File: src/rtl/gcd_job_ctrl.sv
// Job front-end for one gcd_processor: accepts operand pairs, starts the engine, returns result or timeout.
// Latency: start pulses 1 cycle after job acceptance; zero-operand jobs bypass the engine and are ready 1 cycle after acceptance.
// Backpressure: one job in flight; job_ready stays low until the result is taken on res_valid/res_ready.
module gcd_job_ctrl #(
    parameter int BIT_LEN        = 32,
    parameter int TIMEOUT_CYCLES = 256,
    parameter int CNT_W          = 16
) (
    input  logic               clk_i,
    input  logic               reset,
    input  logic               job_valid,
    output logic               job_ready,
    input  logic [BIT_LEN-1:0] job_num_0,
    input  logic [BIT_LEN-1:0] job_num_1,
    output logic               gcd_start,
    output logic [BIT_LEN-1:0] gcd_num_0,
    output logic [BIT_LEN-1:0] gcd_num_1,
    input  logic               gcd_busy,
    input  logic               gcd_done,
    input  logic [BIT_LEN-1:0] gcd_op,
    output logic               res_valid,
    input  logic               res_ready,
    output logic [BIT_LEN-1:0] res_gcd,
    output logic               res_timeout,
    output logic               res_bypass,
    output logic [CNT_W-1:0]   jobs_done
);

    localparam int TMR_W = $clog2(TIMEOUT_CYCLES + 1);
    localparam logic [TMR_W-1:0] TMR_LAST = TMR_W'(TIMEOUT_CYCLES - 1);
    localparam logic [TMR_W-1:0] TMR_MAX  = TMR_W'(TIMEOUT_CYCLES);

    typedef enum logic [1:0] {
        IDLE,
        ISSUE,
        WAIT,
        HOLD
    } state_t;

    state_t             state;
    logic [TMR_W-1:0]   timer;
    logic               job_acc;
    logic               zero_op;

    // Gating with reset drops job_ready in the very cycle reset asserts.
    assign job_ready = (state == IDLE) & ~gcd_busy & ~reset;
    assign job_acc   = job_valid & job_ready;
    assign zero_op   = (job_num_0 == '0) | (job_num_1 == '0);

    always_ff @(posedge clk_i or posedge reset) begin
        if (reset) begin
            state       <= IDLE;
            timer       <= '0;
            gcd_start   <= 1'b0;
            gcd_num_0   <= '0;
            gcd_num_1   <= '0;
            res_valid   <= 1'b0;
            res_gcd     <= '0;
            res_timeout <= 1'b0;
            res_bypass  <= 1'b0;
            jobs_done   <= '0;
        end else begin
            gcd_start <= 1'b0;
            case (state)
                IDLE: begin
                    if (job_acc) begin
                        gcd_num_0 <= job_num_0;
                        gcd_num_1 <= job_num_1;
                        if (zero_op) begin
                            // gcd(0,x)=x and gcd(0,0)=0 both reduce to an OR.
                            res_gcd     <= job_num_0 | job_num_1;
                            res_bypass  <= 1'b1;
                            res_timeout <= 1'b0;
                            res_valid   <= 1'b1;
                            state       <= HOLD;
                        end else begin
                            gcd_start <= 1'b1;
                            state     <= ISSUE;
                        end
                    end
                end
                ISSUE: begin
                    timer <= '0;
                    state <= WAIT;
                end
                WAIT: begin
                    if (timer != TMR_MAX) begin
                        timer <= timer + TMR_W'(1);
                    end
                    // done takes priority over a watchdog expiry in the same cycle
                    if (gcd_done) begin
                        res_gcd     <= gcd_op;
                        res_timeout <= 1'b0;
                        res_bypass  <= 1'b0;
                        res_valid   <= 1'b1;
                        state       <= HOLD;
                    end else if (timer == TMR_LAST) begin
                        res_gcd     <= '0;
                        res_timeout <= 1'b1;
                        res_bypass  <= 1'b0;
                        res_valid   <= 1'b1;
                        state       <= HOLD;
                    end
                end
                HOLD: begin
                    if (res_ready) begin
                        res_valid <= 1'b0;
                        jobs_done <= jobs_done + CNT_W'(1);
                        state     <= IDLE;
                    end
                end
                default: state <= IDLE;
            endcase
        end
    end

endmodule
File: config.mk
export PLATFORM = sky130hd
export DESIGN_NAME = gcd_job_ctrl
export DESIGN_NICKNAME = d
export VERILOG_FILES = /design/src/rtl/gcd_job_ctrl.sv
export SDC_FILE = /design/constraint.sdc
export NUM_CORES = 1
export LEC_CHECK = 0
export BUFFER_PORTS_ARGS = -buffer_cell sky130_fd_sc_hd__buf_2
export CAP_MARGIN = 15
export CORE_ASPECT_RATIO = 1.75
export CORE_UTILIZATION = 25
export CTS_BUF_LIST = sky130_fd_sc_hd__clkbuf_2 sky130_fd_sc_hd__clkbuf_4 sky130_fd_sc_hd__clkbuf_8
export DETAILED_ROUTE_END_ITERATION = 6
export PLACE_DENSITY_LB_ADDON = 0.15
export SLEW_MARGIN = 10
export SYNTH_ARGS = -nofsm -noshare
export SYNTH_HDL_FRONTEND = slang
export SYNTH_SLANG_ARGS = --single-unit
File: constraint.sdc
create_clock -name clk_i -period 8.7 [get_ports clk_i]
set_clock_uncertainty 0.2 [all_clocks]
set_input_delay 0.87 -clock clk_i [delete_from_list [all_inputs] [get_ports clk_i]]
set_output_delay 0.87 -clock clk_i [all_outputs]
set_load 0.05 [all_outputs]
### Word-level counts from Yosys, hierarchy flattened

Index checks and enable logic that the tools add are counted.

* add/sub/neg operators: 2
* eq/ne operators: 10
* muxes and demuxes: 29
* bitwise operators: 7
* reductions and logical operators: 12

Operators with widths (count)
* $mux 32: 4
* $logic_not 32->1: 2
* $pmux 32 s2: 1
* $or 32x32->32: 1
* $pmux 9 s2: 1
* $add 16x1->16 const B: 1
* $mux 1: 13
* $mux 2: 5
* $add 9x1->9 const B: 1
* $eq 9x8->1 const B: 1
* $mux 9: 1
* $ne 9x9->1 const B: 1
* $ne 2x2->1 const B: 4
* $pmux 2 s4: 1
* $reduce_and 2->1: 3
* $reduce_and 5->1: 1
* $eq 2x2->1 const B: 2
* $pmux 1 s2: 2
* $reduce_and 4->1: 1
* $reduce_bool 2->1: 2
* $and 1x1->1: 3
* $ne 3x3->1 const B: 1
* $pmux 1 s3: 1
* $reduce_and 3->1: 1
* other kinds (5): 6

* register bits: 127
* input port bits: 102
* logic and storage cells: 70

### Logic depth before layout (Yosys ltp)

* depth in word-level cells: 6
* gate-level depth with buffers: 9
* mapped depth without buffers: 9

### Worst setup path after synthesis

Ideal clock, no wire load.

* path type: input to register
* from: in gcd_busy
* to: reg res_gcd[0]
* setup time: 0.125 ns
* data arrival time: 3.118 ns
* required time: 8.375 ns
* path slack: 5.257 ns
* stages on the path: 6
* buffers on the path: 1
* cells stage by stage: nor3b_1 nand2_1 nand2_1 o2111ai_4 buf_6 mux2_4

* cells in the longest elaborated chain, start to end: 6

Ends and longest elaborated chain
* from (decl): line 18 `input logic gcd_busy,`
* $not 1->1: line 46 `assign job_ready = (state == IDLE) & ~gcd_busy & ~reset;`
* $and 1x1->1 (2 in series): line 46
* $and 1x1->1: line 47 `assign job_acc = job_valid & job_ready;`
* $ne 2x2->1 (no source line)
* $reduce_and 4->1 (no source line)
* to (signal assigned): line 71 `res_gcd <= job_num_0 | job_num_1;`
* to (signal assigned): line 92 `res_gcd <= gcd_op;`
* to (decl): line 23 `output logic [BIT_LEN-1:0] res_gcd,`

Every way passes these cells.
A chain may end at the register's enable or synchronous reset.

### Worst setup path after layout

* from: reg state[0]
* to: reg res_timeout

* cells in the longest elaborated chain, start to end: 6
* elaborated cells on any way between the ends: 11
* classes of those cells: eq/ne (4); mux (1); bitwise (3); reduce/logical (3)

Ends and longest elaborated chain
* from (decl): line 40 `state_t state;`
* from (signal assigned): line 52 `state <= IDLE;`
* from (signal assigned): line 75 `state <= HOLD;`
* from (signal assigned): line 78 `state <= ISSUE;`
* $logic_not 2->1: line 46, 64
* $and 1x1->1 (2 in series): line 46
* $and 1x1->1: line 47
* $ne 2x2->1 (no source line)
* $reduce_and 4->1 (no source line)
* to (signal assigned): line 59 `res_timeout <= 1'b0;`
* to (signal assigned): line 73 `res_timeout <= 1'b0;`
* to (signal assigned): line 93 `res_timeout <= 1'b0;`
* to (decl): line 24 `output logic res_timeout,`

Several ways; a longest one is shown, not always the timed one.

==> qor.csv <==
metric,value,unit
status,"complete, no violations",
DRC errors left,0,
Place WS,5.108,ns
"Distinct cells, synth",36,
fmax,299.4,MHz
sequential area share after synthesis,54.66,%
kind of critical path,reg -> reg,
width of the die,117.3,µm
reg2reg end,res_timeout,
number of DRC markers in iteration 0,200,
crit path capture,res_timeout,
"Min Clock Period, post-route",3.340,ns
Final Wtd Congestion,0.7685,
vias in the first global route,4868,
total track usage,15.94,%
Die Y,203.7,µm
drt wl/cell,18.07,µm
die area,0.02389,mm²
first-pass GRT wire length,27680,µm
Max Slew Vio Count,0,
vias per inst,4.475,
worst skew pair latency,0.46,ns
Hold Fails Final Rpt,0,
PortBufs,218,
post-route setup TNS,0,ns
Tot Pwr,0.003464,W
Synth Area per Inst,12.21,µm²
reg2reg start,state[0],
hold_buf cts,0,
Ports,219,
Ys Warns,0,
Final setup viols,0,
DRT Wirelength,18280,µm
num rows,73,
hold_ws,0.2873,ns
dpl hpwl,13820,µm
First-pass DRT Iterations,6,
min-delay worst type,reg -> reg,
Worst Setup End Kind,flop,
synth cell count leaders,"dfrtp_1 (127), mux2_2 (69), nor2_1 (47), nand2_1 (42), o21ai_0 (37)",
origin of the worst setup path,state[0],
largest area contributor in the netlist,dfrtp_1,
WP data required,8.83,ns
cells on worst reg2reg path,6,
leakage dissipation,3.670,nW
"EDFF count, synth",0,
area of the multi-input gates,0.002506,mm²
ANT nets after route,0,
crit path cell chain,inv_1 -> ha_2 -> or3b_2 -> o2111ai_4 -> buf_4 -> mux2_2,
Synth Register Bits,127,
starting density of the core,25.57,%
Netlist Area Pre-Place,0.005814,mm²
CP Data Arrival Time,3.47,ns
final period utilization,38.39,%
Synth Instances,476,
Resized cells post-CTS,0,
Area growth syn-to-layout,32.80,%
Nets,811,
share of layout cells above drive strength 1,50.56,%
"Design Area, Final",0.007721,mm²
crit path max fanout,40,
Antenna Cells,0,
Pwr Density,448.7,mW/mm²
Least-Margin Pin Slew,0.9357,ns
total CTS buffers,17,
prevailing post-synth register cell,dfrtp_1,
pin count of the biggest net entering global routing,78,
CP max stage cell,ha_2,
Filler Cell Count,2365,
dominant cells by area after synthesis,"dfrtp_1 (55%), mux2_2 (13%), mux2_4 (7.7%), o21ai_0 (3.2%), nor2_1 (3.0%)",
CP peak stage delay,0.78,ns
Clock Tree Root,clkbuf_8,
r2r setup slk,5.36,ns
core area,0.02274,mm²
RSZ-0062 raised after global routing,no,
"Net Count, Synth",588,
max cap viols,0,
Post-Place Cell Area,0.007234,mm²
Buf/Inv on CP,2,
top-count cell post-synth,dfrtp_1,
total grt overflow,0,
WP depth,6,
Final Worst Setup Slack,5.360,ns
Register Area,0.003178,mm²
worst ir drop on vdd,177.7,µV
# Post-CTS Setup Buffers,0,
CTS max path bufs,2,
initial antenna violation count,2,
clk sinks,127,
top cell type's share of synthesized area,54.66,%
Startpoint Class,flop,
CP top delay family,adder cells,
via count,4529,
Clock transition at path regs,0.08,ns
H-tree depth,4,
share of async-settable or async-resettable flops after synthesis,100.0,%
relative slew slack,37.62,%
CTS tree,yes,
-- cells in the final DEF, fill, tap and decap left out, types with 2 or more instances in the layout --
master / count
inv_1: 12
nand3_1: 16
nor2_1: 47
nor3_1: 2
dfrtp_1: 127
buf_2: 218
mux2_4: 30
mux2_2: 69
and3_1: 5
o21ai_0: 37
nand2_1: 42
xnor2_1: 13
buf_4: 4
clkbuf_8: 18
xor2_1: 6
bufinv_16: 6
nand4_1: 7
clkinvlp_4: 6
ha_1: 9
nor4_1: 16
-- registers in the layout, summed over array words and instances, names as in the netlist --
name / flops
state: 2
gcd_num_1: 32
res_timeout: 1
res_bypass: 1
jobs_done: 16
gcd_num_0: 32
gcd_start: 1
timer: 9
res_gcd: 32
res_valid: 1
-- cell families (layout without fill, tap and decap cells) --
family          count (synthesis)  after routing  share of synthesized area [%]
fa+ha+maj                      10             10                          2.152
compound gates                 45             45                          5.036
simple gates                  144            144                          11.47
xor+xnor                       19             19                          2.862
mux                           100            100                          21.28
buf+inv                        31            267                          2.539
flops                         127            127                          54.66
-- final cells by class --
cell class	instances	share of cell area, %
clock buffer	18	3.209
timing repair buffer	222	14.52
inverter	13	0.6968
tap	300	4.861
sequential	127	41.16
clock inverter	14	3.095
multi-input combinational	318	32.46
-- where the power goes --
part / switching [W] / internal (W)
clock: 0.000251 / 0.000377
combinational: 0.00128 / 0.000574
sequential: 0.000138 / 0.000841
-- worst min path at each step --
stage                             start            end  slack, ns  cells past startpoint
final                     jobs_done[15]  jobs_done[15]       0.29                      1
after global routing       jobs_done[7]   jobs_done[7]       0.31                      1
after CTS                 jobs_done[15]  jobs_done[15]       0.28                      1
after detailed placement  jobs_done[15]  jobs_done[15]       0.27                      1
after global placement    jobs_done[15]  jobs_done[15]       0.27                      1
after floorplan                timer[4]       timer[4]       0.29                      1
-- routing by layer --
layer | vias up | part of all wire [%] | track usage, %
li1 | 2119 | - | -
met1 | 2228 | 38 | 16.82
met2 | 159 | 54 | 28.89
met3 | 19 | 6.2 | 4.903
met4 | 4 | 1.7 | 6.013
met5 | - | 0.12 | 0
-- per-stage QoR --
stage	cells	util, %
2_1_floorplan	476	-
3_3_place_gp	980	31.81
3_5_place_dp	980	31.81
4_1_cts	1012	33.95
5_1_grt	1012	33.95
6_report	1012	33.95
No activity file was read; power rests on OpenSTA's default activity.
